### src/rtl/fetch_buffer_pkg.sv
// Shared types and constants for the two-wide fetch buffer.
// Instruction payloads are stored beside the entry so INSTR_WIDTH stays a module parameter.
package fetch_buffer_pkg;

    localparam int unsigned ADDR_WIDTH        = 32;
    localparam int unsigned FETCH_PAIR        = 2;
    localparam int unsigned FETCH_INSTR_WIDTH = 32;

    typedef struct packed {
        logic [FETCH_PAIR-1:0][ADDR_WIDTH-1:0] pc;
        logic [FETCH_PAIR-1:0]                 valid;
        logic [FETCH_PAIR-1:0]                 pred_branch;
        logic                                  filled;
    } fetch_entry_t;

endpackage

### src/rtl/fetch_kill_counter.sv
// Tracks outstanding imem requests and how many upcoming responses belong to
// work killed by a flush and must be dropped.
module fetch_kill_counter #(
    parameter int unsigned DEPTH = 4
) (
    input  logic clk,
    input  logic reset,
    input  logic flush,
    input  logic req_fire,
    input  logic rsp_valid,
    output logic drop_c
);

    // Headroom for several back-to-back flushes with requests still in flight
    localparam int unsigned CW = $clog2(DEPTH) + 3;

    logic [CW-1:0] outstanding;
    logic [CW-1:0] outstanding_nxt;
    logic [CW-1:0] kill_cnt;
    logic [CW-1:0] kill_nxt;

    // A flush marks every request still unanswered after this cycle as stale
    always_comb begin
        outstanding_nxt = outstanding;
        kill_nxt        = kill_cnt;
        if (req_fire) begin
            outstanding_nxt = outstanding_nxt + CW'(1);
        end
        if (rsp_valid && (outstanding != '0)) begin
            outstanding_nxt = outstanding_nxt - CW'(1);
        end
        if (flush) begin
            kill_nxt = outstanding_nxt;
        end else if (rsp_valid && (kill_cnt != '0)) begin
            kill_nxt = kill_cnt - CW'(1);
        end
    end

    always_ff @(posedge clk or posedge reset) begin
        if (reset) begin
            outstanding <= '0;
            kill_cnt    <= '0;
        end else begin
            outstanding <= outstanding_nxt;
            kill_cnt    <= kill_nxt;
        end
    end

    assign drop_c = (kill_cnt != '0);

endmodule

### src/rtl/fetch_buffer.sv
// Two-wide fetch buffer: one imem request per predicted PC pair, in-order queue, pair handoff to decode.
// Define FETCH_BUF_BYPASS_EN to forward a response straight to decode when it completes the head entry.
module fetch_buffer
    import fetch_buffer_pkg::*;
#(
    parameter int unsigned DEPTH       = 4,
    parameter int unsigned INSTR_WIDTH = FETCH_INSTR_WIDTH
) (
    input  logic                                    clk,
    input  logic                                    reset,
    input  logic                                    flush,
    input  logic [FETCH_PAIR-1:0][ADDR_WIDTH-1:0]   guess,
    input  logic [FETCH_PAIR-1:0]                   guess_valid,
    input  logic [FETCH_PAIR-1:0]                   guesses_branch,
    output logic                                    fetch_stall,
    output logic                                    imem_req_valid,
    output logic [ADDR_WIDTH-1:0]                   imem_req_addr,
    input  logic                                    imem_req_ready,
    input  logic                                    imem_rsp_valid,
    input  logic [FETCH_PAIR*INSTR_WIDTH-1:0]       imem_rsp_data,
    output logic [FETCH_PAIR-1:0]                   dec_valid,
    output logic [FETCH_PAIR-1:0][ADDR_WIDTH-1:0]   dec_pc,
    output logic [FETCH_PAIR-1:0][INSTR_WIDTH-1:0]  dec_instr,
    output logic [FETCH_PAIR-1:0]                   dec_pred_branch,
    input  logic                                    dec_ready
);

    localparam int unsigned PW = $clog2(DEPTH);
    localparam int unsigned CW = PW + 1;

    fetch_entry_t                          meta    [DEPTH];
    logic [FETCH_PAIR*INSTR_WIDTH-1:0]     instr_q [DEPTH];

    logic [PW-1:0] head;
    logic [PW-1:0] tail;
    logic [PW-1:0] fill_ptr;
    logic [CW-1:0] count;

    logic full;
    logic req_fire;
    logic drop;
    logic fill;
    logic bypass_hit;
    logic head_ready;
    logic pop;

    fetch_kill_counter #(
        .DEPTH (DEPTH)
    ) u_kill (
        .clk       (clk),
        .reset     (reset),
        .flush     (flush),
        .req_fire  (req_fire),
        .rsp_valid (imem_rsp_valid),
        .drop_c    (drop)
    );

    assign full           = (count == CW'(DEPTH));
    assign imem_req_valid = guess_valid[0] & ~full & ~flush;
    assign imem_req_addr  = guess[0];
    assign req_fire       = imem_req_valid & imem_req_ready;
    assign fetch_stall    = full | ~imem_req_ready | flush;
    assign fill           = imem_rsp_valid & ~drop & ~flush;

`ifdef FETCH_BUF_BYPASS_EN
    assign bypass_hit = fill & (count != '0) & ~meta[head].filled & (fill_ptr == head);
`else
    assign bypass_hit = 1'b0;
`endif

    assign head_ready      = (count != '0) & (meta[head].filled | bypass_hit);
    assign pop             = dec_ready & head_ready & ~flush;
    assign dec_valid       = {FETCH_PAIR{head_ready}} & meta[head].valid;
    assign dec_pc          = meta[head].pc;
    assign dec_pred_branch = meta[head].pred_branch;
    assign dec_instr       = bypass_hit ? imem_rsp_data : instr_q[head];

    // Queue bookkeeping; a flush collapses every pointer onto the tail
    always_ff @(posedge clk or posedge reset) begin
        if (reset) begin
            head     <= '0;
            tail     <= '0;
            fill_ptr <= '0;
            count    <= '0;
            for (int i = 0; i < DEPTH; i++) begin
                meta[i] <= '0;
            end
        end else if (flush) begin
            count    <= '0;
            head     <= tail;
            fill_ptr <= tail;
        end else begin
            if (fill && !(bypass_hit && pop)) begin
                meta[fill_ptr].filled <= 1'b1;
            end
            if (fill) begin
                fill_ptr <= fill_ptr + PW'(1);
            end
            if (req_fire) begin
                meta[tail] <= '{pc: guess, valid: guess_valid,
                                pred_branch: guesses_branch, filled: 1'b0};
                tail       <= tail + PW'(1);
            end
            if (pop) begin
                head <= head + PW'(1);
            end
            case ({req_fire, pop})
                2'b10:   count <= count + CW'(1);
                2'b01:   count <= count - CW'(1);
                default: count <= count;
            endcase
        end
    end

    // Instruction payload storage carries no reset; validity lives in meta
    always_ff @(posedge clk) begin
        if (fill) begin
            instr_q[fill_ptr] <= imem_rsp_data;
        end
    end

endmodule

### config.mk
export PLATFORM = sky130hd
export DESIGN_NAME = fetch_buffer
export DESIGN_NICKNAME = d
export VERILOG_FILES = /design/src/rtl/fetch_buffer_pkg.sv /design/src/rtl/fetch_kill_counter.sv /design/src/rtl/fetch_buffer.sv
export SDC_FILE = /design/constraint.sdc
export NUM_CORES = 1
export LEC_CHECK = 0
export ABC_AREA = 1
export BUFFER_PORTS_ARGS = -buffer_cell sky130_fd_sc_hd__buf_2
export CORE_MARGIN = 2
export CORE_UTILIZATION = 58
export DETAILED_ROUTE_END_ITERATION = 6
export PLACE_DENSITY = 0.8
export SYNTH_ARGS = -nofsm -noshare
export SYNTH_HDL_FRONTEND = slang
export SYNTH_SLANG_ARGS = --single-unit
### constraint.sdc
create_clock -name clk -period 14.4 [get_ports clk]
set_input_delay 2.88 -clock clk [delete_from_list [all_inputs] [get_ports clk]]
set_output_delay 2.88 -clock clk [all_outputs]
set_load 0.005 [all_outputs]
# Yosys cells after proc, flatten, opt, wreduce, memory -nomap -nowiden
# Memories as Yosys holds them, arrays and structs flattened.
# Index checks and enable logic that the tools add are counted.
totals:
  input_bits: 138
  mem_count: 1
  mem_bits_rw: 256
  reg_bits: 295
mem_list:
  columns: ["name", "depth", "width", "read_ports", "rd_clocked_by_memory_dff", "write_ports", "line_no", "source"]
  rows:
  - ["instr_q", 4, 64, 1, 0, 1, "fetch_buffer.sv:32", "logic [FETCH_PAIR*INSTR_WIDTH-1:0] instr_q [DEPTH];"]
classes:
  order_cmp: 5
  n_bitwise: 18
  n_reduce_logical: 12
  mux: 24
  n_eq_ne: 3
  n_addsub: 8
op_table:
  columns: ["op", "n"]
  rows:
  - ["$mux 276", 3]
  - ["$bwmux 276", 2]
  - ["$demux 69 s2", 2]
  - ["$mux 69", 3]
  - ["$bmux 69 s2", 1]
  - ["$mux 5", 4]
  - ["$reduce_bool 5->1", 2]
  - ["$sub 5x1->5 const B", 2]
  - ["$ge 3x3->1 const B", 3]
  - ["$not 2->3", 3]
  - ["$and 1x1->1", 8]
  - ["$mux 2", 4]
  - ["$add 2x1->2 const B", 3]
  - ["$lt 3x1->1 const B", 2]
  - ["$pmux 3 s2", 1]
  - ["$reduce_bool 2->1", 3]
  - ["$reduce_bool 3->1", 2]
  - ["$add 5x1->5 const B", 1]
  - ["$logic_and 1x1->1", 4]
  - ["$not 1->1", 4]
  - ["$add 3x1->3 const B", 1]
  - ["$eq 3x3->1 const B", 1]
  - ["$mux 1", 3]
  - ["$mux 3", 1]
  - ["other kinds (6)", 7]

# Longest topological paths before layout
# Gate-level depths: netlist of run 1.
logic_depth:
  depth_word: 10
  mapped_depth: 14
  depth_no_buf: 14

# By module
# A second synthesis of run 1 with hierarchy kept.
unflattened:
  cells_unflattened: 2198
  area_unflattened_um2: 22920.7
by_module_without_submodules:
  columns: ["module", "cells_per_inst", "n_inst", "area_per_inst_um2"]
  rows:
  - ["fetch_buffer", 2089, 1, 22191.3]
  - ["fetch_kill_counter", 109, 1, 729.4]

# Least setup slack after synthesis of run 1
# Ideal clock, no wire load.
synth_path:
  kind: "input to register"
  from: "in flush"
  to: "mem instr_q[0][0] (netlist name), enable pin"
  cell_stages: 4
  arrival_time_ps: 5940
  setup_slack_ps: 7972
  cell_sequence: "buf_6 -> nor2_1 -> inv_1 -> nor2_1"
synth_via:
  elab_chain_len: 4
synth_lines:
  columns: ["item", "line_no", "source"]
  rows:
  - ["from (decl)", "fetch_buffer.sv:11", "input logic flush,"]
  - ["$not 1->1 (no line)", null, null]
  - ["$and 1x1->1", "fetch_buffer.sv:63", "assign fill = imem_rsp_valid & ~drop & ~flush;"]
  - ["$mux 1", "fetch_buffer.sv:117", "if (fill) begin"]
  - ["$mux 1 (implied by the code)", "fetch_buffer.sv:118", "instr_q[fill_ptr] <= imem_rsp_data;"]
  - ["to (decl)", "fetch_buffer.sv:32", null]
# No other way between the ends.

==> results.txt, run 1 <==
----------------------------------------------------
[Global routing]
  Via count of the first global-routing pass ... 16,760
  Global-route wire length before repair ... 84.84 mm
  Antenna violations before repair ... 7
  Maximum number of pins on one net before global-route repair ... 148
  GRT Resource Usage Total ... 0.2588
  Overall overflow remaining after global route ... 0

[Logic synthesis]
  Largest area contributor in the netlist ... sky130_fd_sc_hd__edfxtp_1
  #FFs+latches synth ... 551
  Seq/Total Area, Yosys ... 0.6593
  Post-synthesis instance area ... 0.02286 sq mm
  Post-Synthesis Net Count ... 2,338
  Main flop type after synthesis ... sky130_fd_sc_hd__dfrtp_1
  Number of instances in the synthesized netlist ... 2,186
  Netlist cell types ... 32
  EDFF count, synth ... 256
  Average instance area after synthesis ... 10.46 sq um
  Most used standard cells in the synthesized netlist ... sky130_fd_sc_hd__o21ai_0 (378), sky130_fd_sc_hd__nand2_1 (317), sky130_fd_sc_hd__dfrtp_1 (295), sky130_fd_sc_hd__nor2_1 (287), sky130_fd_sc_hd__edfxtp_1 (256)
  Number of warnings printed during yosys synthesis ... 0
  Fraction of registers with async set/reset ... 0.5354
  Most common cell in the netlist ... sky130_fd_sc_hd__o21ai_0
  Largest cells by area after synthesis ... sky130_fd_sc_hd__edfxtp_1 (34%), sky130_fd_sc_hd__dfrtp_1 (32%), sky130_fd_sc_hd__o21ai_0 (8.3%)
  Top cell type's share of synthesized area ... 0.3363

[Setup path]
  Largest delay contributor family on the critical path ... buffers and inverters
  Cell breakdown of the critical path ... clkinv_2 -> buf_4 -> o21ai_0 -> o22ai_1 -> buf_2
  Launching element type of the critical path ... flop
  Worst r2r dst ... count[2]
  Total number of cells along the worst setup path ... 5
  Worst reg2reg path depth ... 11
  Worst-path fanout max ... 71
  Source of the worst register-to-register timing path ... head[0]
  Critical path class ... reg2out
  Buffers plus inverters on the worst setup path ... 3
  CP arrival ... 3790 ps
  Critical Path End Type ... output pin
  WP data required ... 11,520 ps
  Cell type of the slowest stage on the worst timing path ... sky130_fd_sc_hd__clkinv_2
  Setup slack on the worst flop-to-flop path ... 10,720 ps
  Worst stage delay on the critical path ... 1000 ps

[Die]
  Width of the die ... 202.5 um
  Floorplan die height ... 202.5 um
  Initial cell density of the core ... 0.5901
  Core ar. ... 0.03874 sq mm
  Die Outline Area ... 0.04101 sq mm
  Number of rows in the core area ... 72
  Total I/O pin count ... 304

[Place]
  Port Buffers ... 303
  Pre-CTS setup slack ... 8026 ps
  Total half-perimeter wirelength after legalization and detailed placement ... 29.26 mm
  Cell count after placement ... 2,845
  Routability congestion estimate ... 0.8254

[Clocking]
  Number of H-tree levels ... 2
  Number of clock buffers inserted by TritonCTS ... 53
  PostCTS Resize Cnt ... 0
  Maximum root-to-sink buffer count ... 3
  Hold bufs inserted after CTS ... 0
  Sinks on the clock net ... 551
  Number of buffers added for setup after CTS ... 0
  Clk pin slew, worst setup/hold paths ... 70 ps
  CTS tree ... yes
  Clock root buffer ... sky130_fd_sc_hd__clkbuf_16
  Latest clock arrival within the worst-skew pair ... 590 ps

[Route]
  Via/cell ratio ... 5.759
  Number of antenna-violating nets in the routed design ... 0
  Routed met3 length ... 4.861 mm
  Number of iterations in the first detailed-routing pass ... 6
  M1 wire length ... 21.57 mm
  Top routing layer used ... met5
  Average wire length per cell after detail routing ... 18.05 um
  Sum of routed wire length over all layers ... 53.16 mm
  Detailed Route Iter0 Violations ... 1,513
  DR WL met2 ... 25.39 mm
  Via count ... 16,960
  Residual DRC count ... 0

[Power]
  Leak ... 0.01121 uW
  Power density relative to cell area ... 213.0 mW/mm^2
  VDD IR max ... 0.0001445 V
  Post-route total power ... 5537 uW

[Min path]
  Hold Crit Endpoint ... meta[3]
  Origin of the worst min-delay path ... meta[3]
  Worst hold path cell count ... 2
  Type of the tightest min-delay check ... reg2reg

[Timing]
  Final clock skew ... 17.11 ps
  Endpoints failing setup ... 0
  Number of pins with negative max-slew slack in the final report ... 0
  Transition at the pin with the smallest max-transition slack ... 1115 ps
  RSZ-0062 raised after global routing ... no
  Sum Neg Setup Slack ... 0 ps
  Post-route minimum period ... 6667 ps
  Period utilisation layout ... 0.4630
  Relative slew slack ... 0.2567
  Max Freq ... 150.0 MHz
  Hold violation total from the final report ... 0
  Setup WS post-layout ... 7733 ps

[Layout]
  Final net count ... 2,534
  Area grow syn2layout ... 13.72%
  Filler Cells Inserted ... 2,848
  Post-route insts no fill ... 2,945
  Final core occ ... 0.6711
  Fraction of final layout cells sized beyond drive strength 1 ... 0.1726

[Run status]
  Result of the run ... finished clean

[Flow run]
  Total of max-cap violations ... 0

----------------------------------------------------
layout by cell type, fill, tap and decap left out, types with 2 or more instances in the layout:
cell and n:
sky130_fd_sc_hd__inv_1 104, sky130_fd_sc_hd__o21ai_0 378, sky130_fd_sc_hd__buf_4 16, sky130_fd_sc_hd__edfxtp_1 256, sky130_fd_sc_hd__clkbuf_1 11, sky130_fd_sc_hd__nand2_1 317, sky130_fd_sc_hd__clkinvlp_4 3, sky130_fd_sc_hd__dfrtp_1 293
sky130_fd_sc_hd__clkinv_2 7, sky130_fd_sc_hd__o21ai_1 171, sky130_fd_sc_hd__xnor2_1 4, sky130_fd_sc_hd__bufinv_16 6, sky130_fd_sc_hd__nand4_1 5, sky130_fd_sc_hd__nand3_1 16, sky130_fd_sc_hd__xor2_1 2, sky130_fd_sc_hd__clkbuf_16 55
sky130_fd_sc_hd__clkbuf_8 6, sky130_fd_sc_hd__o21a_1 3, sky130_fd_sc_hd__o22ai_1 130, sky130_fd_sc_hd__inv_6 4, sky130_fd_sc_hd__ha_1 13, sky130_fd_sc_hd__buf_2 303, sky130_fd_sc_hd__o211ai_1 4, sky130_fd_sc_hd__dfrtp_4 2
sky130_fd_sc_hd__clkinv_1 4, sky130_fd_sc_hd__nand2_4 4, sky130_fd_sc_hd__a21oi_1 6, sky130_fd_sc_hd__nor2_1 283, sky130_fd_sc_hd__nor2_4 4, sky130_fd_sc_hd__diode_2 5
cell type report:
type | instances | area, sq um | share of cell area
Multi-Input combinational cell | 1349 | 6416 | 0.2468
Timing Repair Buffer | 319 | 1637 | 0.06296
Tap cell | 518 | 648.1 | 0.02493
Antenna cell | 5 | 12.51 | 0.0004813
Sequential cell | 551 | 15080 | 0.5800
Clock buffer | 72 | 1500 | 0.05771
Clock inverter | 23 | 282.8 | 0.01088
Inverter | 108 | 421.7 | 0.01622
flip-flops by register name (all words and copies together) (netlist names):
name	flops
tail	2
instr_q	256
count	3
fill_ptr	2
u_kill.kill_cnt	5
meta	276
u_kill.outstanding	5
head	2
cells by family (layout without fill, tap and decap cells):
family	after synthesis	after routing	synth area share
AOI/OAI and AO/OA	696	696	0.1609
and+or+nand+nor	633	633	0.1082
DFF	551	551	0.6593
buffers and inverters	286	522	0.06136
adders and majority gates	14	14	0.007992
xor gates and xnor gates	6	6	0.002299
other	0	5	0
per-layer routing:
layer,track usage,vias up
met4,0.1056,6
met1,0.3330,8269
met5,0,-
li1,-,7899
met2,0.4203,693
met3,0.06998,92
how the worst max path moves through the flow:
stage | start | endpoint
finish | head[1] | dec_instr[39]
global route | head[1] | dec_instr[39]
CTS | head[1] | dec_instr[52]
detailed placement | flush | imem_req_valid
global placement | flush | imem_req_valid
floorplan | reset | count[0]
worst reg2reg max path, delay by kind of cell (launching register included):
kind                     cells  cell delay (ps)
flip-flops                   1             1030
buffers and inverters        1              930
AND/OR/NAND/NOR              5              650
AO/OA/AOI/OAI                3              610
adder cells (fa/ha/maj)      1              220
XOR/XNOR                     1              130
through the flow:
stage | instance area, sq um | hold WS (ps)
5_1_grt | 25990 | 492.7
3_5_place_dp | 24200 | 437.4
3_3_place_gp | 24200 | 433.6
6_report | 25990 | 453.0
4_1_cts | 25980 | 452.8
2_1_floorplan | 22860 | 422.3
report_power, final:
part | internal (uW) | switching, uW
logic | 696 | 1110
clock network | 837 | 579
registers | 2040 | 272
Power figures use the tool's default switching activity.
==> run 2: changes to the inputs <==
- clock period: 14.4 -> 6.7 ns (I/O delays scaled with it)
==> run 2 against run 1 <==
Against the previous run:
- utilization is essentially flat
- sequential cell count unchanged
- critical path depth unchanged
- power grew 110%
- sequential power is 110% higher
- register-to-register slack worse by 7600 ps
- clock-buffer cell count increased by 1
- final cell count increased by 0.20%
- critical path type unchanged
- highest routed layer unchanged
==> results.txt, run 2 (synthesis gave the netlist of run 1 again) <==
----------------------------------------------------
[Run status]
  Result of the run ... finished clean

[Clocking]
  CTS tree ... yes
  Hold bufs inserted after CTS ... 0
  Number of clock buffers inserted by TritonCTS ... 54
  Clock root buffer ... sky130_fd_sc_hd__clkbuf_16
  Sinks on the clock net ... 551
  Number of buffers added for setup after CTS ... 0
  Number of H-tree levels ... 2
  Maximum root-to-sink buffer count ... 3
  Clk pin slew, worst setup/hold paths ... 60 ps
  Latest clock arrival within the worst-skew pair ... 610 ps
  PostCTS Resize Cnt ... 0

[Global routing]
  Overall overflow remaining after global route ... 0
  Global-route wire length before repair ... 84.95 mm
  Antenna violations before repair ... 11
  GRT Resource Usage Total ... 0.2596
  Maximum number of pins on one net before global-route repair ... 196
  Via count of the first global-routing pass ... 16,920

[Layout]
  Area grow syn2layout ... 13.75%
  Max FFs per register ... 276
  Leading cell types in the layout, fill and taps excluded ... sky130_fd_sc_hd__o21ai_0 (378), sky130_fd_sc_hd__nand2_1 (317), sky130_fd_sc_hd__buf_2 (303)
  Final net count ... 2,536
  Register with the highest flop count ... meta
  Most common library cell in the layout ignoring fill and taps ... sky130_fd_sc_hd__o21ai_0
  Top Registers ... meta x276, instr_q x256
  Final core occ ... 0.6712
  Fraction of final layout cells sized beyond drive strength 1 ... 0.1734
  Post-route design area ... 0.02600 sq mm

[Min path]
  Hold Crit Endpoint ... meta[3]
  Origin of the worst min-delay path ... meta[3]
  Worst hold path cell count ... 2
  Type of the tightest min-delay check ... reg2reg

[Timing]
  Post-route minimum period ... 4989 ps
  Number of pins with negative max-slew slack in the final report ... 0
  RSZ-0062 raised after global routing ... no
  Sum Neg Setup Slack ... 0 ps
  Setup WS post-layout ... 1711 ps
  Period utilisation layout ... 0.7446
  Final clock skew ... 14.74 ps
  Endpoints failing setup ... 0
  Hold violation total from the final report ... 0
  Relative slew slack ... 0.2089
  Transition at the pin with the smallest max-transition slack ... 1184 ps
  Max Freq ... 200.4 MHz
  Hold_ws ... 454.1 ps

[Place]
  Port Buffers ... 303
  Pre-CTS setup slack ... 2398 ps
  Instance area after placement ... 0.02423 sq mm
  Total half-perimeter wirelength after legalization and detailed placement ... 30.28 mm
  Routability congestion estimate ... 0.7771

[Route]
  Sum of routed wire length over all layers ... 53.34 mm
  Number of antenna-violating nets in the routed design ... 0
  Via/cell ratio ... 5.716
  Via count ... 16,870
  Detailed Route Iter0 Violations ... 1,445
  Average wire length per cell after detail routing ... 18.08 um
  Number of iterations in the first detailed-routing pass ... 6
  Residual DRC count ... 0

[Power]
  VDD IR max ... 0.0003057 V
  Internal Power ... 7621 uW
  Net switching component of the power ... 4213 uW
  Logic pwr share ... 0.329
  Sequential fraction of design power ... 0.418
  Leak ... 0.01122 uW
  Power density relative to cell area ... 455.1 mW/mm^2
  Clock group share of total power ... 0.253
  Sw Share ... 0.3560

[Die]
  Die Outline Area ... 0.04101 sq mm
  Initial cell density of the core ... 0.5901
  Floorplan die height ... 202.5 um
  Core ar. ... 0.03874 sq mm
  Width of the die ... 202.5 um
  Number of rows in the core area ... 72
  Total I/O pin count ... 304

[Setup path]
  Critical path class ... reg2out
  Launching element type of the critical path ... flop
  Setup slack on the worst flop-to-flop path ... 3080 ps
  Source of the worst register-to-register timing path ... head[0]
  CP arrival ... 3650 ps
  Critical Path End Type ... output pin
  WP data required ... 5360 ps
  Worst reg2reg path depth ... 11
  Worst r2r dst ... count[2]
  Worst-path fanout max ... 81

[Flow run]
  Total of max-cap violations ... 0

----------------------------------------------------
-- run 2: cell count changes in the layout (fill, tap and decap cells not counted), sizes merged --
cell,delta
inv,-4
clkinv,+11
bufinv,-2
clkinvlp,-1
buf,+1
clkbuf,+1
-- run 2: critical path: stages, from the launching register on --
cell	delay, ps
sky130_fd_sc_hd__dfrtp_4	710
sky130_fd_sc_hd__clkinv_2	610
sky130_fd_sc_hd__buf_4	840
sky130_fd_sc_hd__o21ai_0	280
sky130_fd_sc_hd__o22ai_1	280
sky130_fd_sc_hd__buf_2	170
-- run 2: cell type report --
| cell class | count | area [sq um] |
|---|---|---|
| clock buffer | 73 | 1504 |
| antenna | 5 | 12.51 |
| tap | 518 | 648.1 |
| timing repair buffer | 320 | 1669 |
| multi-input combinational | 1349 | 6416 |
| clock inverter | 27 | 256.5 |
| inverter | 108 | 417.9 |
| fill | 2853 | 12740 |
| sequential | 551 | 15080 |
-- run 2: power groups by stage --
stage                     sequential [uW]  clock (uW)  combinational [uW]
after global placement               4950           0                3720
final                                4950        2990                3900
after CTS                            4930        3020                3900
after detailed placement             4990           0                3860
after global routing                 5050        3160                4400
after floorplan                      4780           0                2590
-- run 2: worst max path at each step --
stage                        from  slack [ps]           end
after global routing      head[1]        1600    dec_pc[28]
final                     head[1]        1710    dec_pc[28]
after floorplan             reset        1440      count[0]
after detailed placement  head[1]        2400  dec_valid[1]
after CTS                 head[1]        1720    dec_pc[28]
after global placement    head[1]        2480  dec_valid[1]
-- run 2: per-stage QoR --
step | std cells | power (uW)
global route | 2949 | 12610
CTS | 2946 | 11850
detailed placement | 2846 | 8849
global placement | 2846 | 8678
floorplan | 2186 | 7370
finish | 2951 | 11830
-- run 2: layer usage --
metal	global-route usage	vias to the layer above	wire (um)
met3	0.08106	108	5137
li1	-	7899	-
met2	0.4330	634	25550
met1	0.3216	8214	21240
met4	0.09228	14	1314
met5	0	-	97
